==> src/rtl/gb_interrupt_pkg.sv <==
`default_nettype none
// ============================================================================
// Module      : gb_interrupt_pkg
// Description : Shared constants and types for the Game Boy interrupt block:
//               register addresses, vector geometry, IRQ indices and the
//               EI-delay sequencer state encoding.
// Revision    : 1.0  initial release
// ============================================================================
package gb_interrupt_pkg;

    localparam logic [15:0] IF_ADDR       = 16'hFF0F;
    localparam logic [15:0] IE_ADDR       = 16'hFFFF;
    localparam logic [7:0]  VECTOR_BASE   = 8'h40;
    localparam int          VECTOR_STRIDE = 8;

    localparam int IRQ_VBLANK = 0;
    localparam int IRQ_STAT   = 1;
    localparam int IRQ_TIMER  = 2;
    localparam int IRQ_SERIAL = 3;
    localparam int IRQ_JOYPAD = 4;

    // EI takes effect only after the instruction following it has been fetched
    typedef enum logic [1:0] {
        EI_IDLE  = 2'd0,
        EI_ARMED = 2'd1,
        EI_WAIT  = 2'd2
    } ei_state_t;

endpackage
`default_nettype wire

==> src/rtl/ime_sequencer.sv <==
`default_nettype none
// ============================================================================
// Module      : ime_sequencer
// Description : Interrupt master enable with the EI one-instruction delay.
//               Ack, DI, RETI, EI and instruction boundaries are resolved in
//               that priority order.
// Revision    : 1.0  initial release
// ============================================================================
module ime_sequencer (
    input  logic i_Clk,
    input  logic i_Reset_n,
    input  logic i_EI,
    input  logic i_DI,
    input  logic i_RETI,
    input  logic i_Ack,
    input  logic i_Instr_Boundary,
    output logic o_IME
);
    import gb_interrupt_pkg::*;

    ei_state_t r_state;
    logic      r_ime;

    // IME and EI-delay state machine; registered output
    always_ff @(posedge i_Clk or negedge i_Reset_n) begin
        if (!i_Reset_n) begin
            r_state <= EI_IDLE;
            r_ime   <= 1'b0;
        end else if (i_Ack) begin
            r_state <= EI_IDLE;
            r_ime   <= 1'b0;
        end else if (i_DI) begin
            r_state <= EI_IDLE;
            r_ime   <= 1'b0;
        end else if (i_RETI) begin
            r_state <= EI_IDLE;
            r_ime   <= 1'b1;
        end else if (i_EI) begin
            // A repeated EI restarts the delay from scratch
            r_state <= EI_ARMED;
        end else if (i_Instr_Boundary) begin
            case (r_state)
                EI_ARMED: r_state <= EI_WAIT;
                EI_WAIT: begin
                    r_state <= EI_IDLE;
                    r_ime   <= 1'b1;
                end
                default:  r_state <= EI_IDLE;
            endcase
        end
    end

    assign o_IME = r_ime;

endmodule
`default_nettype wire

==> src/rtl/interrupt_controller.sv <==
`default_nettype none
// ============================================================================
// Module      : interrupt_controller
// Description : Game Boy IF/IE registers, fixed-priority selection, acknowledge
//               handling with vector latch, HALT wake and IME sequencing.
// Revision    : 1.0  initial release
// ============================================================================
module interrupt_controller #(
    parameter int NUM_IRQ = 5
) (
    input  logic               i_Clk,
    input  logic               i_Reset_n,
    input  logic [NUM_IRQ-1:0] i_Requests,
    input  logic [15:0]        i_Addr,
    input  logic [7:0]         i_Data,
    input  logic               i_Write,
    input  logic               i_Read,
    output logic [7:0]         o_Data,
    output logic               o_Data_Valid,
    input  logic               i_EI,
    input  logic               i_DI,
    input  logic               i_RETI,
    input  logic               i_Instr_Boundary,
    input  logic               i_Ack,
    output logic [NUM_IRQ-1:0] o_Interrupts,
    output logic               o_Wake,
    output logic [7:0]         o_Vector,
    output logic               o_IME
);
    import gb_interrupt_pkg::*;

    logic [NUM_IRQ-1:0] r_if;
    logic [7:0]         r_ie;
    logic [7:0]         r_vector;
    logic [7:0]         r_data;
    logic               r_data_valid;

    logic               w_sel_if;
    logic               w_sel_ie;
    logic [NUM_IRQ-1:0] w_pending;
    logic [NUM_IRQ-1:0] w_irq;
    logic [NUM_IRQ-1:0] w_ack_mask;
    logic [NUM_IRQ-1:0] w_if_base;
    logic [7:0]         w_vector;

    assign w_sel_if  = (i_Addr == IF_ADDR);
    assign w_sel_ie  = (i_Addr == IE_ADDR);
    assign w_pending = r_if & r_ie[NUM_IRQ-1:0];

    // Two's-complement trick isolates the lowest set bit (bit 0 = highest priority)
    assign w_irq        = o_IME ? (w_pending & (~w_pending + NUM_IRQ'(1))) : '0;
    assign o_Interrupts = w_irq;
    assign o_Wake       = |w_pending;
    assign w_ack_mask   = i_Ack ? w_irq : '0;
    assign w_if_base    = (i_Write && w_sel_if) ? i_Data[NUM_IRQ-1:0] : r_if;

    // Handler address of the selected source; zero when nothing is selected
    always_comb begin
        w_vector = 8'h00;
        for (int i = 0; i < NUM_IRQ; i++) begin
            if (w_irq[i]) begin
                w_vector = VECTOR_BASE + 8'(i * VECTOR_STRIDE);
            end
        end
    end

    // IF/IE storage; a peripheral request always wins over clear and CPU write
    always_ff @(posedge i_Clk or negedge i_Reset_n) begin
        if (!i_Reset_n) begin
            r_if <= '0;
            r_ie <= 8'h00;
        end else begin
            r_if <= (w_if_base & ~w_ack_mask) | i_Requests;
            if (i_Write && w_sel_ie) begin
                r_ie <= i_Data;
            end
        end
    end

    // Vector latch on acknowledge; a cancelled dispatch yields 0x00
    always_ff @(posedge i_Clk or negedge i_Reset_n) begin
        if (!i_Reset_n) begin
            r_vector <= 8'h00;
        end else if (i_Ack) begin
            r_vector <= w_vector;
        end
    end

    // Registered read port; data holds until the next decoded read
    always_ff @(posedge i_Clk or negedge i_Reset_n) begin
        if (!i_Reset_n) begin
            r_data       <= 8'h00;
            r_data_valid <= 1'b0;
        end else begin
            r_data_valid <= i_Read && (w_sel_if || w_sel_ie);
            if (i_Read && w_sel_if) begin
                r_data <= {{(8-NUM_IRQ){1'b1}}, r_if};
            end else if (i_Read && w_sel_ie) begin
                r_data <= r_ie;
            end
        end
    end

    assign o_Vector     = r_vector;
    assign o_Data       = r_data;
    assign o_Data_Valid = r_data_valid;

    ime_sequencer u_ime_sequencer (
        .i_Clk            (i_Clk),
        .i_Reset_n        (i_Reset_n),
        .i_EI             (i_EI),
        .i_DI             (i_DI),
        .i_RETI           (i_RETI),
        .i_Ack            (i_Ack),
        .i_Instr_Boundary (i_Instr_Boundary),
        .o_IME            (o_IME)
    );

endmodule
`default_nettype wire
==> config.mk <==
export PLATFORM = sky130hd
export DESIGN_NAME = interrupt_controller
export DESIGN_NICKNAME = d
export VERILOG_FILES = /design/src/rtl/gb_interrupt_pkg.sv /design/src/rtl/ime_sequencer.sv /design/src/rtl/interrupt_controller.sv
export SDC_FILE = /design/constraint.sdc
export NUM_CORES = 1
export LEC_CHECK = 0
export CAP_MARGIN = 10
export CORE_MARGIN = 5
export CORE_UTILIZATION = 45
export DETAILED_ROUTE_END_ITERATION = 6
export GPL_ROUTABILITY_DRIVEN = 0
export PLACE_DENSITY_LB_ADDON = 0.3
export SLEW_MARGIN = 20
export SYNTH_ARGS = -nofsm -noshare
export SYNTH_HDL_FRONTEND = slang
export SYNTH_SLANG_ARGS = --single-unit
==> constraint.sdc <==
create_clock -name i_Clk -period 3.6 [get_ports i_Clk]
set_input_delay 0.72 -clock i_Clk [delete_from_list [all_inputs] [get_ports i_Clk]]
set_output_delay 0.72 -clock i_Clk [all_outputs]
set_load 0.02 [all_outputs]
==> results_dict.tcl <==
set metrics [dict create \
    grt_max_degree 30 \
    final_layout_size_suffix_gt1_share_pct 12.4 \
    areaGrowthSynthToFinish_pct 46.4 \
    fp-row-count 20 \
    drc 0 \
    grtUsageTotal_pct 17.9 \
    layout_commonest_cell "clkdlybuf4s50_1" \
    vdd_ir_drop_max_uv 189 \
    met3_usage_pct 6.24 \
    clk_latency_ns 0.33 \
    use_met2_pct 30.0 \
    ys_seq_elements 29 \
    timing.slew.headroom_pct 61.9 \
    hold_violations 0 \
    holdWs_ns 0.511 \
    synth-main-ff-cell "dfrtp_1" \
    vias 1298 \
    grt_pass1_wl_um 6000 \
    via_per_inst 5.48 \
    crit_fanout 6 \
    switchingPower_uw 146 \
    cts_root_buffer "clkbuf_4" \
    post_cts_resized 0 \
    grt.busiest_layer "met2" \
    cts_tree "yes" \
    finalCritPeriodShare_pct 77.2 \
    postRouteAntennaNets 0 \
    startpoint_type "flip-flop" \
    fmax_ghz 0.360 \
    antenna_found_initial 0 \
    antenna_cells 0 \
    power.share.combinational_pct 10.9 \
    grt_setup_unrepaired "no" \
    switching_share_pct 22.3 \
    first_pass_iters 4 \
    syn-mean-instance-area_sq_um 11.0 \
    async_flop_share_pct 100 \
    h-tree-depth 2 \
    setup_viol 0 \
    hold_class "flip-flop to flip-flop" \
    synth-edff-count 0 \
    synth_area_sq_um 1450 \
    slew_viol_final 0 \
    place.detailed.hpwl_um 2940 \
    dp.cells 230 \
    ys_warn_count 0 \
    synth_cell_type_count 34 \
    dieArea_sq_um 4450 \
    numPortBuffers 57 \
    finalClockSkew_ns 0.00673 \
    critPathKind "flip-flop to primary output" \
    drtIter0Drc 87 \
    power.internal_uw 510 \
    core_sq_um 3080 \
    post_cts_buffers 0 \
    fin_setup_tns_ns 0 \
    synthCells 132 \
    powerDensity_nw_per_um2 309 \
    power_frac_seq_pct 50.1 \
    fin_crit_ns 2.78 \
    clk_pin_slew_ns 0.09 \
    grt_overflow 0 \
    wl_per_cell_um 15.7 \
    clkPwrFrac_pct 39.0 \
    die_x_um 66.7 \
    layout_common_cells "clkdlybuf4s50_1, dfrtp_1, nand2_1" \
    cts_buffers 5 \
    worstPathRequired_ns 2.88 \
    grt_pass1_vias 1268 \
    start_util_pct 47.1 \
    grtUsageMet1_pct 22.6 \
    cts_hold_buffers 0 \
    outcome "completed" \
    fin_cells 237 \
    ys_seq_area_share_pct 50.1 \
    maxCapViolations 0 \
    p_leak_uw 0.000879 \
    wirelength_um 3730 \
    clockBufferDepth 2 \
    num_io_pins 62 \
    finalNetCount 231 \
    worst_pin_slew_ns 0.567 \
    numClockSinks 29 \
    cp-end-kind "primary output" \
    arrival_ns 2.06 \
    die_y_um 66.7 \
]
## cell families (layout without fill, tap and decap cells)
kind of cell | Yosys count | after routing | synth area share (%)
and+or+nand+nor | 52 | 52 | 22.5
muxes | 8 | 8 | 6.22
AOI/OAI and AO/OA | 26 | 26 | 14.9
other | 1 | 4 | 0.259
buffers and inverters | 16 | 74 | 5.96
DFF | 29 | 29 | 50.1
## metal layers
metal,up-vias,part of all wire (%)
met1,618,42
li1,622,-
met4,0,0.64
met3,5,8.4
met5,-,0
met2,53,49
## path summary, 6_finish.rpt
| check | startpoint | to | slack [ns] | depth (start not counted) |
|---|---|---|---|---|
| setup / recovery | r_if[1]$_DFF_PN0_ | o_Interrupts[4] | 0.82 | 4 |
| hold / removal | o_Vector[4]$_DFFE_PN0P_ | o_Vector[4]$_DFFE_PN0P_ | 0.51 | 2 |
| setup reg to reg | r_if[1]$_DFF_PN0_ | r_if[3]$_DFF_PN0_ | 1.76 | 4 |
| hold reg to reg | o_Vector[4]$_DFFE_PN0P_ | o_Vector[4]$_DFFE_PN0P_ | 0.51 | 2 |
| max in group asynchronous | i_Reset_n | o_Data[4]$_DFFE_PN0P_ | 2.57 | 2 |
| min in group asynchronous | i_Reset_n | o_Data[6]$_DFFE_PN0P_ | 0.76 | 2 |
## stage by stage
| stage | worst slack, ns | area (sq um) | power (uW) | util, % |
|---|---|---|---|---|
| 2_1_floorplan | 1.51 | 1460 | 354 | - |
| 3_5_place_dp | 0.907 | 2050 | 407 | 66.5 |
| 3_3_place_gp | 0.972 | 2050 | 404 | 66.5 |
| 6_report | 0.822 | 2120 | 655 | 68.9 |
| 5_1_grt | 0.626 | 2120 | 683 | 68.9 |
| 4_1_cts | 0.835 | 2120 | 659 | 68.9 |
## power by group through the flow
stage	logic (uW)	clock network (uW)	registers, uW
after floorplan	19.4	0	334
after global placement	69.8	0	334
after detailed placement	72.0	0	335
after CTS	72.1	258	328
after global routing	77.4	277	328
final	71.7	256	328
## final cells by class
cell class | instances | area (sq um)
clock buffers | 5 | 37.5
clock inverters | 2 | 35.0
fillers | 255 | 957
inverters | 7 | 26.3
multi-input cells | 90 | 648
flip-flops and latches | 29 | 726
well taps | 44 | 55.1
repair buffers | 60 | 593
## state kept, by name, summed over array words and instances, names as in the netlist
register,cells
o_Vector,4
o_Data,8
r_ie,8
u_ime_sequencer.r_state,2
r_if,5
u_ime_sequencer.o_IME,1
o_Data_Valid,1
## critical path, stage by stage (launching register included)
cell and delay, ns:
dfrtp_1 0.42, a22oi_1 0.42, nand3_1 0.16, nor2_1 0.12
clkdlybuf4s50_1 0.61
## cells in the mapped netlist (3+ instances only)
cell type  number  area [sq um]
inv_1           7          26.3
nand4_1         8          50.1
o22a_1          3          26.3
a2bb2oi_1       5          43.8
clkbuf_1        3          11.3
dfrtp_1        29           726
buf_4           5          37.5
o22ai_1         6          37.5
nand2b_1        3          18.8
and2_1          3          18.8
and3_1          4          25.0
a311o_1         3          30.0
mux2_2          8          90.1
nand2_1        10          37.5
nand3_1         6          30.0
and4_1          3          26.3
Note: power is estimated with default switching activity, not from simulation.
